[src/rtl/axi_register_slice_if.sv]
// ============================================================================
//  Module      : axi_if
//  Description : AXI4 signal bundle used on both sides of axi_register_slice.
//                The "slave" modport is the view of a block that receives
//                requests (AW/W/AR in, B/R out). The "master" modport is the
//                view of a block that issues them.
//  Parameters  : ADDR_WIDTH  - awaddr/araddr width
//                DATA_WIDTH  - wdata/rdata width (multiple of 8)
//                USER_WIDTH  - wuser/buser/ruser width
//  Revision    : 1.0 - initial release
// ============================================================================
`default_nettype none

interface axi_if #(
  parameter int ADDR_WIDTH = 10,
  parameter int DATA_WIDTH = 32,
  parameter int USER_WIDTH = 1
);
  localparam int STRB_WIDTH = DATA_WIDTH / 8;

  // Write address channel
  logic [ADDR_WIDTH-1:0] awaddr;
  logic [7:0]            awlen;
  logic                  awvalid;
  logic                  awready;
  // Write data channel
  logic [DATA_WIDTH-1:0] wdata;
  logic [STRB_WIDTH-1:0] wstrb;
  logic                  wlast;
  logic [USER_WIDTH-1:0] wuser;
  logic                  wvalid;
  logic                  wready;
  // Write response channel
  logic [1:0]            bresp;
  logic [USER_WIDTH-1:0] buser;
  logic                  bvalid;
  logic                  bready;
  // Read address channel
  logic [ADDR_WIDTH-1:0] araddr;
  logic [7:0]            arlen;
  logic                  arvalid;
  logic                  arready;
  // Read data channel
  logic [DATA_WIDTH-1:0] rdata;
  logic                  rlast;
  logic [USER_WIDTH-1:0] ruser;
  logic [1:0]            rresp;
  logic                  rvalid;
  logic                  rready;

  modport slave (
    input  awaddr, awlen, awvalid,
    output awready,
    input  wdata, wstrb, wlast, wuser, wvalid,
    output wready,
    output bresp, buser, bvalid,
    input  bready,
    input  araddr, arlen, arvalid,
    output arready,
    output rdata, rlast, ruser, rresp, rvalid,
    input  rready
  );

  modport master (
    output awaddr, awlen, awvalid,
    input  awready,
    output wdata, wstrb, wlast, wuser, wvalid,
    input  wready,
    input  bresp, buser, bvalid,
    output bready,
    output araddr, arlen, arvalid,
    input  arready,
    input  rdata, rlast, ruser, rresp, rvalid,
    output rready
  );

endinterface

`default_nettype wire

[src/rtl/axi_register_slice.sv]
// ============================================================================
//  Module      : axi_register_slice
//  Description : Full AXI4 register slice. Every channel (AW, W, B, AR, R)
//                passes through its own two-entry skid buffer, so no valid,
//                ready or payload path crosses combinationally between the
//                upstream master and the downstream slave, while each channel
//                still sustains one beat per cycle.
//  Ports       : clk    - single rising-edge clock
//                rst    - synchronous active-high reset
//                s_axi  - slave side, driven by the upstream master
//                m_axi  - master side, drives the downstream slave
//  Revision    : 1.0 - initial release
// ============================================================================
`default_nettype none

// ----------------------------------------------------------------------------
//  axi_register_slice_skid
//  Two-entry skid buffer: a main register that feeds the sink and a skid
//  register that catches the beat accepted in the cycle the sink stalls.
//  Ports: in_valid_i/in_ready_o/in_data_i   - source side handshake + payload
//         out_valid_o/out_ready_i/out_data_o - sink side handshake + payload
// ----------------------------------------------------------------------------
module axi_register_slice_skid #(
  parameter int WIDTH = 8
) (
  input  logic             clk,
  input  logic             rst,
  input  logic             in_valid_i,
  output logic             in_ready_o,
  input  logic [WIDTH-1:0] in_data_i,
  output logic             out_valid_o,
  input  logic             out_ready_i,
  output logic [WIDTH-1:0] out_data_o
);

  logic             main_valid_q, main_valid_d;
  logic [WIDTH-1:0] main_data_q,  main_data_d;
  logic             skid_valid_q, skid_valid_d;
  logic [WIDTH-1:0] skid_data_q,  skid_data_d;
  logic             ready_q;

  logic in_fire;
  logic out_fire;

  assign in_fire  = in_valid_i & ready_q;
  assign out_fire = main_valid_q & out_ready_i;

  always_comb begin
    main_valid_d = main_valid_q;
    main_data_d  = main_data_q;
    skid_valid_d = skid_valid_q;
    skid_data_d  = skid_data_q;

    if (out_fire) begin
      main_valid_d = 1'b0;
    end

    // Ready is ~skid_valid, so no new beat can arrive while skid is occupied;
    // the only thing to do then is promote skid into main once main drains.
    if (skid_valid_q) begin
      if (out_fire) begin
        main_valid_d = 1'b1;
        main_data_d  = skid_data_q;
        skid_valid_d = 1'b0;
      end
    end else if (in_fire) begin
      if (!main_valid_q || out_fire) begin
        // Reloading main in the same cycle it drains keeps full throughput.
        main_valid_d = 1'b1;
        main_data_d  = in_data_i;
      end else begin
        skid_valid_d = 1'b1;
        skid_data_d  = in_data_i;
      end
    end
  end

  always_ff @(posedge clk) begin
    if (rst) begin
      main_valid_q <= 1'b0;
      main_data_q  <= '0;
      skid_valid_q <= 1'b0;
      skid_data_q  <= '0;
      ready_q      <= 1'b0;
    end else begin
      main_valid_q <= main_valid_d;
      main_data_q  <= main_data_d;
      skid_valid_q <= skid_valid_d;
      skid_data_q  <= skid_data_d;
      // Registered from the next skid state, so ready depends only on flops.
      ready_q      <= ~skid_valid_d;
    end
  end

  assign in_ready_o  = ready_q;
  assign out_valid_o = main_valid_q;
  assign out_data_o  = main_data_q;

endmodule

// ----------------------------------------------------------------------------
//  axi_register_slice (top)
// ----------------------------------------------------------------------------
module axi_register_slice #(
  parameter int ADDR_WIDTH = 10,
  parameter int DATA_WIDTH = 32,
  parameter int USER_WIDTH = 1
) (
  input  logic  clk,
  input  logic  rst,
  axi_if.slave  s_axi,
  axi_if.master m_axi
);

  localparam int STRB_WIDTH = DATA_WIDTH / 8;
  localparam int AW_PW      = ADDR_WIDTH + 8;
  localparam int W_PW       = DATA_WIDTH + STRB_WIDTH + 1 + USER_WIDTH;
  localparam int B_PW       = 2 + USER_WIDTH;
  localparam int AR_PW      = ADDR_WIDTH + 8;
  localparam int R_PW       = DATA_WIDTH + 1 + USER_WIDTH + 2;

  logic [AW_PW-1:0] aw_out;
  logic [W_PW-1:0]  w_out;
  logic [B_PW-1:0]  b_out;
  logic [AR_PW-1:0] ar_out;
  logic [R_PW-1:0]  r_out;

  // AW: upstream -> downstream
  axi_register_slice_skid #(.WIDTH(AW_PW)) u_aw (
    .clk         (clk),
    .rst         (rst),
    .in_valid_i  (s_axi.awvalid),
    .in_ready_o  (s_axi.awready),
    .in_data_i   ({s_axi.awlen, s_axi.awaddr}),
    .out_valid_o (m_axi.awvalid),
    .out_ready_i (m_axi.awready),
    .out_data_o  (aw_out)
  );
  assign {m_axi.awlen, m_axi.awaddr} = aw_out;

  // W: upstream -> downstream
  axi_register_slice_skid #(.WIDTH(W_PW)) u_w (
    .clk         (clk),
    .rst         (rst),
    .in_valid_i  (s_axi.wvalid),
    .in_ready_o  (s_axi.wready),
    .in_data_i   ({s_axi.wuser, s_axi.wlast, s_axi.wstrb, s_axi.wdata}),
    .out_valid_o (m_axi.wvalid),
    .out_ready_i (m_axi.wready),
    .out_data_o  (w_out)
  );
  assign {m_axi.wuser, m_axi.wlast, m_axi.wstrb, m_axi.wdata} = w_out;

  // B: downstream -> upstream
  axi_register_slice_skid #(.WIDTH(B_PW)) u_b (
    .clk         (clk),
    .rst         (rst),
    .in_valid_i  (m_axi.bvalid),
    .in_ready_o  (m_axi.bready),
    .in_data_i   ({m_axi.buser, m_axi.bresp}),
    .out_valid_o (s_axi.bvalid),
    .out_ready_i (s_axi.bready),
    .out_data_o  (b_out)
  );
  assign {s_axi.buser, s_axi.bresp} = b_out;

  // AR: upstream -> downstream
  axi_register_slice_skid #(.WIDTH(AR_PW)) u_ar (
    .clk         (clk),
    .rst         (rst),
    .in_valid_i  (s_axi.arvalid),
    .in_ready_o  (s_axi.arready),
    .in_data_i   ({s_axi.arlen, s_axi.araddr}),
    .out_valid_o (m_axi.arvalid),
    .out_ready_i (m_axi.arready),
    .out_data_o  (ar_out)
  );
  assign {m_axi.arlen, m_axi.araddr} = ar_out;

  // R: downstream -> upstream
  axi_register_slice_skid #(.WIDTH(R_PW)) u_r (
    .clk         (clk),
    .rst         (rst),
    .in_valid_i  (m_axi.rvalid),
    .in_ready_o  (m_axi.rready),
    .in_data_i   ({m_axi.ruser, m_axi.rresp, m_axi.rlast, m_axi.rdata}),
    .out_valid_o (s_axi.rvalid),
    .out_ready_i (s_axi.rready),
    .out_data_o  (r_out)
  );
  assign {s_axi.ruser, s_axi.rresp, s_axi.rlast, s_axi.rdata} = r_out;

endmodule

`default_nettype wire

[src/flat_wrapper.sv]
// flat-port wrapper written by rule: the top's interface ports become plain ports
module axi_register_slice_flat 
#(
  parameter int ADDR_WIDTH = 10,
  parameter int DATA_WIDTH = 32,
  parameter int USER_WIDTH = 1
)
  (clk, rst, s_axi_awaddr, s_axi_awlen, s_axi_awvalid, s_axi_awready, s_axi_wdata, s_axi_wstrb, s_axi_wlast, s_axi_wuser, s_axi_wvalid, s_axi_wready, s_axi_bresp, s_axi_buser, s_axi_bvalid, s_axi_bready, s_axi_araddr, s_axi_arlen, s_axi_arvalid, s_axi_arready, s_axi_rdata, s_axi_rlast, s_axi_ruser, s_axi_rresp, s_axi_rvalid, s_axi_rready, m_axi_awaddr, m_axi_awlen, m_axi_awvalid, m_axi_awready, m_axi_wdata, m_axi_wstrb, m_axi_wlast, m_axi_wuser, m_axi_wvalid, m_axi_wready, m_axi_bresp, m_axi_buser, m_axi_bvalid, m_axi_bready, m_axi_araddr, m_axi_arlen, m_axi_arvalid, m_axi_arready, m_axi_rdata, m_axi_rlast, m_axi_ruser, m_axi_rresp, m_axi_rvalid, m_axi_rready);
  axi_if #(.ADDR_WIDTH(ADDR_WIDTH), .DATA_WIDTH(DATA_WIDTH), .USER_WIDTH(USER_WIDTH)) s_axi_i ();
  axi_if #(.ADDR_WIDTH(ADDR_WIDTH), .DATA_WIDTH(DATA_WIDTH), .USER_WIDTH(USER_WIDTH)) m_axi_i ();
  input  logic clk;
  input  logic rst;
  input wire logic [$bits(s_axi_i.awaddr)-1:0] s_axi_awaddr;
  input wire logic [$bits(s_axi_i.awlen)-1:0] s_axi_awlen;
  input wire logic [$bits(s_axi_i.awvalid)-1:0] s_axi_awvalid;
  output wire logic [$bits(s_axi_i.awready)-1:0] s_axi_awready;
  input wire logic [$bits(s_axi_i.wdata)-1:0] s_axi_wdata;
  input wire logic [$bits(s_axi_i.wstrb)-1:0] s_axi_wstrb;
  input wire logic [$bits(s_axi_i.wlast)-1:0] s_axi_wlast;
  input wire logic [$bits(s_axi_i.wuser)-1:0] s_axi_wuser;
  input wire logic [$bits(s_axi_i.wvalid)-1:0] s_axi_wvalid;
  output wire logic [$bits(s_axi_i.wready)-1:0] s_axi_wready;
  output wire logic [$bits(s_axi_i.bresp)-1:0] s_axi_bresp;
  output wire logic [$bits(s_axi_i.buser)-1:0] s_axi_buser;
  output wire logic [$bits(s_axi_i.bvalid)-1:0] s_axi_bvalid;
  input wire logic [$bits(s_axi_i.bready)-1:0] s_axi_bready;
  input wire logic [$bits(s_axi_i.araddr)-1:0] s_axi_araddr;
  input wire logic [$bits(s_axi_i.arlen)-1:0] s_axi_arlen;
  input wire logic [$bits(s_axi_i.arvalid)-1:0] s_axi_arvalid;
  output wire logic [$bits(s_axi_i.arready)-1:0] s_axi_arready;
  output wire logic [$bits(s_axi_i.rdata)-1:0] s_axi_rdata;
  output wire logic [$bits(s_axi_i.rlast)-1:0] s_axi_rlast;
  output wire logic [$bits(s_axi_i.ruser)-1:0] s_axi_ruser;
  output wire logic [$bits(s_axi_i.rresp)-1:0] s_axi_rresp;
  output wire logic [$bits(s_axi_i.rvalid)-1:0] s_axi_rvalid;
  input wire logic [$bits(s_axi_i.rready)-1:0] s_axi_rready;
  output wire logic [$bits(m_axi_i.awaddr)-1:0] m_axi_awaddr;
  output wire logic [$bits(m_axi_i.awlen)-1:0] m_axi_awlen;
  output wire logic [$bits(m_axi_i.awvalid)-1:0] m_axi_awvalid;
  input wire logic [$bits(m_axi_i.awready)-1:0] m_axi_awready;
  output wire logic [$bits(m_axi_i.wdata)-1:0] m_axi_wdata;
  output wire logic [$bits(m_axi_i.wstrb)-1:0] m_axi_wstrb;
  output wire logic [$bits(m_axi_i.wlast)-1:0] m_axi_wlast;
  output wire logic [$bits(m_axi_i.wuser)-1:0] m_axi_wuser;
  output wire logic [$bits(m_axi_i.wvalid)-1:0] m_axi_wvalid;
  input wire logic [$bits(m_axi_i.wready)-1:0] m_axi_wready;
  input wire logic [$bits(m_axi_i.bresp)-1:0] m_axi_bresp;
  input wire logic [$bits(m_axi_i.buser)-1:0] m_axi_buser;
  input wire logic [$bits(m_axi_i.bvalid)-1:0] m_axi_bvalid;
  output wire logic [$bits(m_axi_i.bready)-1:0] m_axi_bready;
  output wire logic [$bits(m_axi_i.araddr)-1:0] m_axi_araddr;
  output wire logic [$bits(m_axi_i.arlen)-1:0] m_axi_arlen;
  output wire logic [$bits(m_axi_i.arvalid)-1:0] m_axi_arvalid;
  input wire logic [$bits(m_axi_i.arready)-1:0] m_axi_arready;
  input wire logic [$bits(m_axi_i.rdata)-1:0] m_axi_rdata;
  input wire logic [$bits(m_axi_i.rlast)-1:0] m_axi_rlast;
  input wire logic [$bits(m_axi_i.ruser)-1:0] m_axi_ruser;
  input wire logic [$bits(m_axi_i.rresp)-1:0] m_axi_rresp;
  input wire logic [$bits(m_axi_i.rvalid)-1:0] m_axi_rvalid;
  output wire logic [$bits(m_axi_i.rready)-1:0] m_axi_rready;
  assign s_axi_i.awaddr = s_axi_awaddr;
  assign s_axi_i.awlen = s_axi_awlen;
  assign s_axi_i.awvalid = s_axi_awvalid;
  assign s_axi_awready = s_axi_i.awready;
  assign s_axi_i.wdata = s_axi_wdata;
  assign s_axi_i.wstrb = s_axi_wstrb;
  assign s_axi_i.wlast = s_axi_wlast;
  assign s_axi_i.wuser = s_axi_wuser;
  assign s_axi_i.wvalid = s_axi_wvalid;
  assign s_axi_wready = s_axi_i.wready;
  assign s_axi_bresp = s_axi_i.bresp;
  assign s_axi_buser = s_axi_i.buser;
  assign s_axi_bvalid = s_axi_i.bvalid;
  assign s_axi_i.bready = s_axi_bready;
  assign s_axi_i.araddr = s_axi_araddr;
  assign s_axi_i.arlen = s_axi_arlen;
  assign s_axi_i.arvalid = s_axi_arvalid;
  assign s_axi_arready = s_axi_i.arready;
  assign s_axi_rdata = s_axi_i.rdata;
  assign s_axi_rlast = s_axi_i.rlast;
  assign s_axi_ruser = s_axi_i.ruser;
  assign s_axi_rresp = s_axi_i.rresp;
  assign s_axi_rvalid = s_axi_i.rvalid;
  assign s_axi_i.rready = s_axi_rready;
  assign m_axi_awaddr = m_axi_i.awaddr;
  assign m_axi_awlen = m_axi_i.awlen;
  assign m_axi_awvalid = m_axi_i.awvalid;
  assign m_axi_i.awready = m_axi_awready;
  assign m_axi_wdata = m_axi_i.wdata;
  assign m_axi_wstrb = m_axi_i.wstrb;
  assign m_axi_wlast = m_axi_i.wlast;
  assign m_axi_wuser = m_axi_i.wuser;
  assign m_axi_wvalid = m_axi_i.wvalid;
  assign m_axi_i.wready = m_axi_wready;
  assign m_axi_i.bresp = m_axi_bresp;
  assign m_axi_i.buser = m_axi_buser;
  assign m_axi_i.bvalid = m_axi_bvalid;
  assign m_axi_bready = m_axi_i.bready;
  assign m_axi_araddr = m_axi_i.araddr;
  assign m_axi_arlen = m_axi_i.arlen;
  assign m_axi_arvalid = m_axi_i.arvalid;
  assign m_axi_i.arready = m_axi_arready;
  assign m_axi_i.rdata = m_axi_rdata;
  assign m_axi_i.rlast = m_axi_rlast;
  assign m_axi_i.ruser = m_axi_ruser;
  assign m_axi_i.rresp = m_axi_rresp;
  assign m_axi_i.rvalid = m_axi_rvalid;
  assign m_axi_rready = m_axi_i.rready;
  axi_register_slice #(.ADDR_WIDTH(ADDR_WIDTH), .DATA_WIDTH(DATA_WIDTH), .USER_WIDTH(USER_WIDTH)) u_core (.clk(clk), .rst(rst), .s_axi(s_axi_i), .m_axi(m_axi_i));
endmodule
[config.mk]
export PLATFORM = sky130hd
export DESIGN_NAME = axi_register_slice_flat
export DESIGN_NICKNAME = d
export VERILOG_FILES = /design/src/rtl/axi_register_slice_if.sv /design/src/rtl/axi_register_slice.sv /design/src/flat_wrapper.sv
export SDC_FILE = /design/constraint.sdc
export NUM_CORES = 1
export LEC_CHECK = 0
export ABC_AREA = 0
export BUFFER_PORTS_ARGS = -buffer_cell sky130_fd_sc_hd__buf_2
export CORE_UTILIZATION = 50
export DETAILED_ROUTE_END_ITERATION = 8
export GPL_TIMING_DRIVEN = 0
export PLACE_DENSITY = 0.85
export SLEW_MARGIN = 5
export SYNTH_ARGS = -nofsm -noshare
export SYNTH_HDL_FRONTEND = slang
export SYNTH_SLANG_ARGS = --single-unit
[constraint.sdc]
create_clock -name clk -period 1.5 [get_ports clk]
set_clock_uncertainty 0.2 [all_clocks]
set_input_delay 0.075 -clock clk [delete_from_list [all_inputs] [get_ports clk]]
set_output_delay 0.075 -clock clk [all_outputs]
set_load 0.05 [all_outputs]
==> impl_metrics.csv, run 1 <==
group,metric,value,unit
yosys,ys_ff_latch,241,
clock_network,clockRootBuffer,"clkbuf_16",
pwr,p_sw_frac,0.2837,
pwr,power_switching,0.004689,W
pwr,ir_worst_vdd,0.8686,mV
placed_design,dpl_cell_area,13770,um^2
clock_network,cts-buffers-inserted,27,
worst_hold_path,holdPathStages,4,
run_status,status,"complete, but fails checks",
yosys,synth_flop_cell,"dfxtp_1",
setup_path,cpLargestDelayFamily,"multiplexers",
yosys,synth_top_area_frac,0.4053,
global_route,grt_max_degree,13,
flow_run,cap_violations,0,
yosys,syn-cell-area,11910,um^2
global_route,grt.overflow.total,0,
die,io_pins,248,
yosys,synth_top_cell_by_area,"dfxtp_1",
die,initial_core_util,0.5087,
yosys,ys_seq_area_frac,0.4053,
drt,via_per_inst,5.293,
sta,clock.fmax,601.0,MHz
drt,drtIter0Drc,515,
drt,ant_nets,0,
drt,post_drt_wl_per_cell,19.22,um
setup_path,crit_fanout,5,
placed_design,io_buffer_count,246,
setup_path,slowest_delay,0.43,ns
placed_design,dp_hpwl,21.24,mm
sta,period_minus_slack,1.664,ns
drt,vias,10497,
pwr,power_density,956.8,nW/um^2
yosys,synthTopCellsByArea,"dfxtp_1, mux2i_1, nand2b_1, mux2_2, nor2b_1",
clock_network,tritoncts,"built",
setup_path,regToRegSetupSlack,-0.16,ns
layout,final_area,17270,um^2
clock_network,cts_htree_levels,1,
yosys,synth_nets,1312,
pwr,clkPwrFrac,0.385,
clock_network,clk_path_buf_depth,3,
pwr,p_leak,7.351,nW
sta,drv_slew,0,
drt,remaining_drc_errors,0,
setup_path,path_depth,5,
sta,setup_viol,175,
die,rows,56,
layout,drive_gt1_frac,0.3367,
setup_path,slowest_stage,"dfxtp_4",
layout,area_growth,45.08,%
yosys,syn_inst,1187,
setup_path,start_kind,"flip-flop",
pwr,power_report.internal_total,0.01184,W
setup_path,crit_chain,"buf_6 > buf_12 > mux2i_4 > nor2_2 > mux2_4",
drt,totalWireLength,38.12,mm
pwr,p_comb_frac,0.204,
placed_design,gp_congestion,0.8198,
yosys,synth_warnings,0,
pwr,p_seq_frac,0.411,
setup_path,required,1.70,ns
die,core,23400,um^2
sta,slew_headroom,0.4700,
global_route,grt_pass1_vias,10879,
global_route,grt_use_total,0.2979,
global_route,grt_pass1_wl,57.30,mm
yosys,syn_avg_cell_area,10.03,um^2
clock_network,insertion_delay,0.53,ns
sta,rsz0062_at_grt,"yes",
sta,worst_pin_slew,0.7950,ns
clock_network,cts.reportedPaths.clkPinSlew,0.06,ns
worst_hold_path,min_path_type,"primary input to flip-flop",
setup_path,crit_type,"flip-flop to flip-flop",
setup_path,r2r_cells,5,
setup_path,arrival,1.86,ns
drt,dr.pass1.iters,5,
yosys,yosys.cell_types.count,28,
yosys,async_reset_ff_frac,0,
die,die_h,156.3,um
sta,hold_viol_final,0,
yosys,synth_edf_count,0,
sta,finalSetupTns,-13.11,ns
global_route,antenna_found_initial,5,
run_status,violations,"negative setup slack",
setup_path,critPathCaptureType,"flip-flop",
die,dieArea,24430,um^2
die,fp.dieW,156.3,um
layout,nets,1766,
sta,finalCritPeriodShare,1.109,
sta,postLayoutSetupSlackWorst,-0.1638,ns
clock_network,cts.sinks,241,
setup_path,crit_buf_inv,2,
-- cell usage in the layout, fill, tap and decap left out, types with 8 or more instances in the layout --
cell type,instances
buf_4,23
buf_8,9
nor2b_1,107
buf_6,38
dlygate4sd3_1,123
mux2i_1,212
buf_2,254
buf_12,20
clkbuf_1,47
mux2_2,27
clkbuf_16,33
dfxtp_4,12
dfxtp_1,227
nand2b_1,231
nor2_1,127
mux2i_2,8
mux2_4,86
-- stage by stage --
stage	total power, W	hold WS [ns]	util	worst slack, ns	cells
floorplan	0.008789	0.03030	-	-0.1349	1187
CTS	0.01636	-0.3238	0.7170	-0.1800	1968
detailed placement	0.009518	0.1559	0.5885	-0.4269	1752
finish	0.01653	0.06366	0.7380	-0.1638	1983
global placement	0.009473	0.1475	0.5885	-0.3656	1752
global route	0.01703	0.1201	0.7380	-0.1776	1983
-- worst reg2reg max path: stages, from the launching register on --
cell and delay (ns):
dfxtp_4 0.43, buf_6 0.15, buf_12 0.14, mux2i_4 0.24, nor2_2 0.07, mux2_4 0.30
-- power groups by stage --
stage | Combinational (W) | Clock (W) | Sequential, W
finish | 0.00337 | 0.00637 | 0.00679
global route | 0.00353 | 0.00670 | 0.00681
CTS | 0.00317 | 0.00642 | 0.00677
detailed placement | 0.00261 | 0 | 0.00690
global placement | 0.00258 | 0 | 0.00689
floorplan | 0.00116 | 0 | 0.00763
-- cells in the mapped netlist (6+ instances only) --
cell type	n
dfxtp_1	241
mux2i_1	226
buf_4	7
clkbuf_1	37
and2b_1	6
nand2b_1	231
mux2_2	108
nor2_1	133
buf_2	28
buf_6	16
nor2b_1	107
-- metal layers --
layer / GRT usage / wire [um] / vias up
li1: - / - / 4839
met1: 0.3388 / 14940 / 5077
met2: 0.5319 / 19040 / 440
met3: 0.05123 / 2237 / 141
met4: 0.1573 / 1910 / 0
met5: 0 / 0 / -
-- cells by family (layout without fill, tap and decap cells) --
family	Yosys count	in the layout	share of synthesized area
DFF	241	241	0.4053
other	0	4	0
buffers and inverters	91	564	0.04582
AOI/OAI and AO/OA	19	19	0.01503
and+or+nand+nor	497	497	0.2370
muxes	339	339	0.2969
-- final timing paths --
check                               end                        from
min reg2reg  u_core.u_r.skid_data_q[17]  u_core.u_r.skid_data_q[17]
max           u_core.u_aw.out_data_o[8]    u_core.u_aw.skid_valid_q
max reg2reg   u_core.u_aw.out_data_o[8]    u_core.u_aw.skid_valid_q
min           u_core.u_aw.out_data_o[9]                         rst
-- state kept, by name, summed over array words and instances, names as in the netlist, 3 cells and up --
| name | cells |
|---|---|
| u_core.u_ar.out_data_o | 18 |
| u_core.u_w.skid_data_q | 38 |
| u_core.u_r.skid_data_q | 36 |
| u_core.u_aw.skid_data_q | 18 |
| u_core.u_w.out_data_o | 38 |
| u_core.u_b.out_data_o | 3 |
| u_core.u_ar.skid_data_q | 18 |
| u_core.u_b.skid_data_q | 3 |
| u_core.u_aw.out_data_o | 18 |
| u_core.u_r.out_data_o | 36 |
-- timing repair --
item	CTS	global route
pin swaps	9	11
hold buffers	122	1
hold endpoints to repair	241	8
setup buffers	38	17
gates resized for setup	116	93
setup endpoints to repair	200	225
gates cloned	10	5
-- final cells by class --
class                   instances  area, um^2
clock buffers                  45       824.5
flip-flops and latches        241        4872
fillers                      1511        6131
well taps                     319       399.1
repair buffers                433        3358
clock inverters                 3       15.01
diodes                          4       10.01
inverters                       1       3.754
multi-input cells             855        7078
plain buffers                  82       710.7
(Power assumes the default switching activity.)
==> inputs of run 2 (changes only) <==
Settings changed: CELL_PAD_IN_SITES_DETAIL_PLACEMENT set to 1, CELL_PAD_IN_SITES_GLOBAL_PLACEMENT set to 2, CORE_UTILIZATION 50 to 31, PLACE_DENSITY 0.85 to 0.84.
==> run 2 against run 1 <==
Net effect:
- the flow still finishes with violations (negative setup slack)
- die area is 60% higher
- power is 2.4% higher
- first-iteration DRC count is 53% lower
- final area is 2.4% higher
- combinational power is 1% higher
==> impl_metrics.csv, run 2 (synthesis results as in run 1) <==
group,metric,value,unit
run_status,status,"complete, but fails checks",
run_status,violations,"negative setup slack",
global_route,grt.overflow.total,0,
sta,whs,0.05698,ns
global_route,antenna_found_initial,2,
setup_path,slowest_delay,0.43,ns
layout,final_core_util,0.4685,
global_route,grt_pass1_wl,62.30,mm
global_route,busiest_layer,"met2",
setup_path,start_kind,"flip-flop",
layout,final_cell_mix,"buf_2, nand2b_1, dfxtp_1",
drt,ant_nets,0,
global_route,met1_usage,0.2395,
clock_network,tritoncts,"built",
clock_network,cts-buffers-inserted,30,
setup_path,slowest_stage,"dfxtp_4",
clock_network,cts.reportedPaths.clkPinSlew,0.06,ns
sta,slew_headroom,0.3167,
global_route,grt_use_met2,0.3736,
clock_network,clockRootBuffer,"clkbuf_16",
pwr,power_switching,0.004884,W
worst_hold_path,min_path_type,"primary input to flip-flop",
global_route,grt_use_total,0.2038,
setup_path,arrival,1.91,ns
layout,multiInputGateArea,7072,um^2
setup_path,critPathCaptureType,"flip-flop",
drt,remaining_drc_errors,0,
sta,rsz0062_at_grt,"yes",
pwr,p_leak,7.400,nW
sta,finalCritPeriodShare,1.110,
die,io_pins,248,
pwr,p_seq_frac,0.401,
sta,setup_viol,197,
clock_network,cts.sinks,241,
sta,worst_pin_slew,1.025,ns
setup_path,crit_type,"flip-flop to flip-flop",
layout,final_common_cell,"buf_2",
die,dieArea,39190,um^2
worst_hold_path,holdPathStages,4,
sta,postLayoutSetupSlackWorst,-0.1647,ns
pwr,p_comb_frac,0.201,
flow_run,cap_violations,0,
drt,dr.pass1.iters,6,
clock_network,cts_htree_levels,1,
placed_design,gp_congestion,0.7428,
setup_path,crit_chain,"buf_6 > buf_12 > buf_12 > mux2i_2 > nor2_1 > mux2_4",
sta,clock.fmax,600.7,MHz
pwr,totalPowerFinal,0.01692,W
layout,area_growth,48.58,%
global_route,grt_pass1_vias,11071,
setup_path,r2r_cells,6,
layout,register_area,4867,um^2
pwr,p_sw_frac,0.2887,
drt,via_per_inst,4.638,
placed_design,dp_hpwl,26.35,mm
pwr,clkPwrFrac,0.397,
sta,hold_viol_final,0,
pwr,ir_worst_vdd,0.8116,mV
layout,drive_gt1_frac,0.3321,
die,rows,71,
die,die_h,198.0,um
clock_network,insertion_delay,0.56,ns
die,fp.dieW,198.0,um
placed_design,dp_slack,-0.5558,ns
drt,vias,10060,
layout,nets,1765,
global_route,grt_max_degree,15,
pwr,power_density,956.5,nW/um^2
drt,totalWireLength,41.07,mm
setup_path,required,1.74,ns
setup_path,cpMostUsedCell,"buf_12",
placed_design,io_buffer_count,246,
sta,drv_slew,0,
pwr,power_report.internal_total,0.01203,W
drt,post_drt_wl_per_cell,18.94,um
global_route,met3_usage,0.03458,
layout,fill_cells,4192,
setup_path,crit_fanout,7,
drt,drtIter0Drc,241,
die,core,37760,um^2
sta,period_minus_slack,1.665,ns
die,initial_core_util,0.3153,
clock_network,clk_path_buf_depth,3,
run 2: changes by cell type in the layout (fill, tap and decap cells not counted), moves of 3 or more:
cell / before / now
buf_12: 20 / 32
clkbuf_4: 0 / 11
mux2i_2: 8 / 4
buf_6: 38 / 24
clkbuf_16: 33 / 40
mux2i_1: 212 / 217
buf_4: 23 / 31
buf_2: 254 / 232
mux2_4: 86 / 93
clkbuf_8: 6 / 3
mux2_2: 27 / 20
run 2: cell type report:
| cell class | instances | area share |
|---|---|---|
| well taps | 511 | 0.03615 |
| plain buffers | 85 | 0.04202 |
| flip-flops and latches | 241 | 0.2752 |
| multi-input cells | 855 | 0.3998 |
| clock buffers | 43 | 0.04810 |
| inverters | 1 | 0.0002122 |
| diodes | 2 | 0.0002829 |
| repair buffers | 426 | 0.1969 |
| clock inverters | 5 | 0.001415 |
run 2: metrics by stage:
step	instance area (um^2)	instances	TNS, ns
global placement	14010	1944	-81.57
detailed placement	14010	1944	-89.29
CTS	17250	2160	-16.81
global route	17690	2169	-25.13
floorplan	12140	1187	-10.97
finish	17690	2169	-13.67
run 2: timing repair:
item                                    4_1_cts  5_1_grt
pin swaps                                     8       12
cloned                                       10        9
endpoints found under the setup margin      224      234
hold endpoints to repair                    241        0
hold buffers                                123        0
resized for setup                           141       82
setup buffers                                36        9
run 2: final timing paths:
kind | from | to | slack [ns]
worst max register to register | u_core.u_w.skid_valid_q | u_core.u_w.out_data_o[5] | -0.16
worst max-delay path | u_core.u_w.skid_valid_q | u_core.u_w.out_data_o[5] | -0.16
worst min-delay path | rst | u_core.u_aw.out_data_o[8] | 0.06
worst min register to register | u_core.u_w.skid_data_q[36] | u_core.u_w.skid_data_q[36] | 0.27
run 2: metal layers:
metal / share of wire / up-vias
met3: 0.041 / 59
met2: 0.51 / 191
met4: 0.023 / 0
met5: 0 / -
li1: - / 4827
met1: 0.43 / 4983
run 2: critical path: cells and delay by family (launching register included):
kind / cells / cell delay, ns
buffers and inverters: 3 / 0.35
muxes: 2 / 0.49
and+or+nand+nor: 1 / 0.07
DFF: 1 / 0.43
run 2: power groups by stage:
| stage | registers (W) | clock network, W | logic (W) |
|---|---|---|---|
| 5_1_grt | 0.00682 | 0.00714 | 0.00360 |
| 3_3_place_gp | 0.00691 | 0 | 0.00267 |
| 6_report | 0.00679 | 0.00672 | 0.00341 |
| 4_1_cts | 0.00679 | 0.00691 | 0.00330 |
| 3_5_place_dp | 0.00692 | 0 | 0.00271 |
| 2_1_floorplan | 0.00763 | 0 | 0.00116 |
==> inputs of run 3 (changes only) <==
Settings changed: BUFFER_PORTS_ARGS -buffer_cell sky130_fd_sc_hd__buf_2 to not set, CORE_UTILIZATION 31 to 40, DONT_BUFFER_PORTS set to 1, PLACE_DENSITY 0.84 to 0.88, SYNTH_HIERARCHICAL set to 1.
Clock period 1.5 ns to 1.9 ns, I/O delays scaled along.
==> run 3 against run 2 <==
Net effect:
- the run now ends clean
- highest routed layer unchanged
- critical path depth shrank 1
- sequential share of layout area grew 4.2 points
- utilization grew 4.5 points
- setup slack gained 0.20 ns
- synthesized cell count shrank 0.17%
==> impl_metrics.csv, run 3 <==
group,metric,value,unit
run_status,status,"finished clean",
global_route,grt_use_total,0.2137,
layout,register_area,4851,um^2
drt,post_drt_wl_per_cell,18.83,um
layout,area_growth,25.77,%
die,die_h,176.2,um
yosys,yosys.cell_types.count,29,
pwr,power_report.internal_total,0.009224,W
worst_hold_path,holdPathStages,4,
die,io_pins,248,
setup_path,crit_type,"primary input to flip-flop",
clock_network,cts-buffers-inserted,29,
flow_run,cap_violations,0,
yosys,synthMostInstantiatedCell,"dfxtp_1",
pwr,clkPwrFrac,0.417,
yosys,async_reset_ff_frac,0,
clock_network,clockRootBuffer,"clkbuf_16",
layout,fill_cells,3268,
worst_hold_path,min_path_type,"primary input to flip-flop",
die,initial_core_util,0.4086,
global_route,grt_pass1_vias,9985,
pwr,p_sw_frac,0.2784,
die,core,29720,um^2
setup_path,cpMostUsedCell,"dlygate4sd3_1",
yosys,synth_top_cell_by_area,"dfxtp_1",
pwr,power_density,836.9,nW/um^2
global_route,antenna_found_initial,2,
sta,finalCritPeriodShare,0.9813,
sta,slew_headroom,0.5995,
yosys,synth_nets,1310,
placed_design,dp_slack,-0.2413,ns
drt,remaining_drc_errors,0,
global_route,grt_pass1_wl,53.38,mm
clock_network,insertion_delay,0.54,ns
yosys,synth_edf_count,0,
setup_path,crit_chain,"dlygate4sd3_1 > clkbuf_1 > nand2b_1 > dlygate4sd3_1 > mux2i_1",
drt,totalWireLength,33.86,mm
yosys,synth_top_area_frac,0.3973,
yosys,ys_seq_area_frac,0.3973,
die,fp.dieW,176.2,um
clock_network,clk_path_buf_depth,3,
layout,final_common_cell,"nand2b_1",
sta,clock.fmax,536.4,MHz
placed_design,io_buffer_count,0,
drt,via_per_inst,4.979,
setup_path,r2r_cells,5,
setup_path,required,2.12,ns
yosys,syn_avg_cell_area,10.25,um^2
pwr,p_comb_frac,0.115,
placed_design,dp_hpwl,21.74,mm
clock_network,cts_htree_levels,1,
yosys,synthTopCellsByArea,"dfxtp_1, mux2i_1, nand2b_1, nor2b_1, mux2_4",
sta,rsz0062_at_grt,"no",
layout,multiInputGateArea,6723,um^2
yosys,synth_common_cells,"dfxtp_1, nand2b_1, mux2i_1",
setup_path,start_kind,"primary input",
layout,nets,1510,
die,dieArea,31060,um^2
setup_path,crit_fanout,14,
sta,period_minus_slack,1.864,ns
sta,postLayoutSetupSlackWorst,0.03558,ns
setup_path,slowest_stage,"dlygate4sd3_1",
sta,setup_viol,0,
clock_network,cts.sinks,241,
sta,drv_slew,0,
layout,final_area,15270,um^2
drt,vias,8953,
drt,drtIter0Drc,277,
setup_path,slowest_delay,0.75,ns
pwr,power_switching,0.003558,W
pwr,p_seq_frac,0.468,
placed_design,dpl_cell_area,12640,um^2
pwr,totalPowerFinal,0.01278,W
clock_network,cts.reportedPaths.clkPinSlew,0.06,ns
drt,dr.pass1.iters,6,
yosys,synth_warnings,6,
setup_path,arrival,2.08,ns
die,rows,63,
yosys,ys_ff_latch,241,
yosys,syn_inst,1185,
sta,hold_viol_final,0,
layout,final_cell_mix,"nand2b_1, dfxtp_1, mux2i_1",
layout,drive_gt1_frac,0.1572,
global_route,grt.overflow.total,0,
setup_path,critPathCaptureType,"flip-flop",
sta,worst_pin_slew,0.5999,ns
clock_network,tritoncts,"built",
pwr,p_leak,5.785,nW
global_route,grt_max_degree,15,
drt,ant_nets,0,
pwr,ir_worst_vdd,0.6172,mV
placed_design,gp_congestion,0.7343,
yosys,syn-cell-area,12140,um^2
yosys,synth_flop_cell,"dfxtp_1",
==> run 3: final cells by class <==
| class | count | area share |
|---|---|---|
| multi-input cells | 854 | 0.4402 |
| clock inverters | 8 | 0.004670 |
| diodes | 2 | 0.0003277 |
| repair buffers | 169 | 0.1101 |
| inverters | 2 | 0.0004916 |
| well taps | 390 | 0.03195 |
| clock buffers | 44 | 0.05514 |
| flip-flops and latches | 241 | 0.3176 |
| plain buffers | 88 | 0.03949 |
==> run 3: path summary, 6_finish.rpt <==
| check | startpoint | endpoint | slack [ns] |
|---|---|---|---|
| max | rst | u_core/u_aw/skid_data_q[15] | 0.04 |
| max reg2reg | u_core/u_w/out_valid_o | u_core/u_w/out_data_o[0] | 0.06 |
| min | rst | u_core/u_w/skid_data_q[30] | 0.05 |
| min reg2reg | u_core/u_w/skid_data_q[14] | u_core/u_w/skid_data_q[14] | 0.27 |
==> run 3: timing repair <==
item / CTS / global route
hold buffers: 155 / 0
pin swaps: 1 / 2
setup buffers: 1 / 13
resized for setup: 8 / 8
hold endpoints to repair: 241 / 0
endpoints found under the setup margin: 163 / 56
==> run 3: critical path, delay by kind of cell <==
family / cells / cell delay (ns)
muxes: 1 / 0.09
buffers and inverters: 3 / 1.71
and+or+nand+nor: 1 / 0.18
==> run 3: kinds of logic after synthesis <==
group | synth area share
AND/OR/NAND/NOR | 0.2342
flip-flops | 0.3973
AO/OA/AOI/OAI | 0.01546
buffers and inverters | 0.04956
multiplexers | 0.3035
==> run 3: layer usage <==
metal	global-route usage	share of wire
met2	0.3901	0.51
met3	0.05491	0.067
met4	0.05978	0.021
met5	0	0
met1	0.2432	0.41
==> run 3: metrics by stage <==
stage               cells  hold slack (ns)  setup TNS [ns]    util
floorplan            1185          0.04970               0       -
global placement     1575          0.05207          -11.11  0.4252
detailed placement   1575          0.05961          -16.36  0.4252
CTS                  1783         0.008572               0  0.5089
global route         1798          0.06785               0  0.5139
finish               1798          0.05262               0  0.5139
==> run 3: power groups by stage <==
| stage | combinational (W) | clock, W | sequential [W] |
|---|---|---|---|
| floorplan | 0.000905 | 0 | 0.00603 |
| global placement | 0.00108 | 0 | 0.00608 |
| detailed placement | 0.00111 | 0 | 0.00609 |
| CTS | 0.00143 | 0.00549 | 0.00598 |
| global route | 0.00159 | 0.00573 | 0.00600 |
| finish | 0.00147 | 0.00533 | 0.00598 |
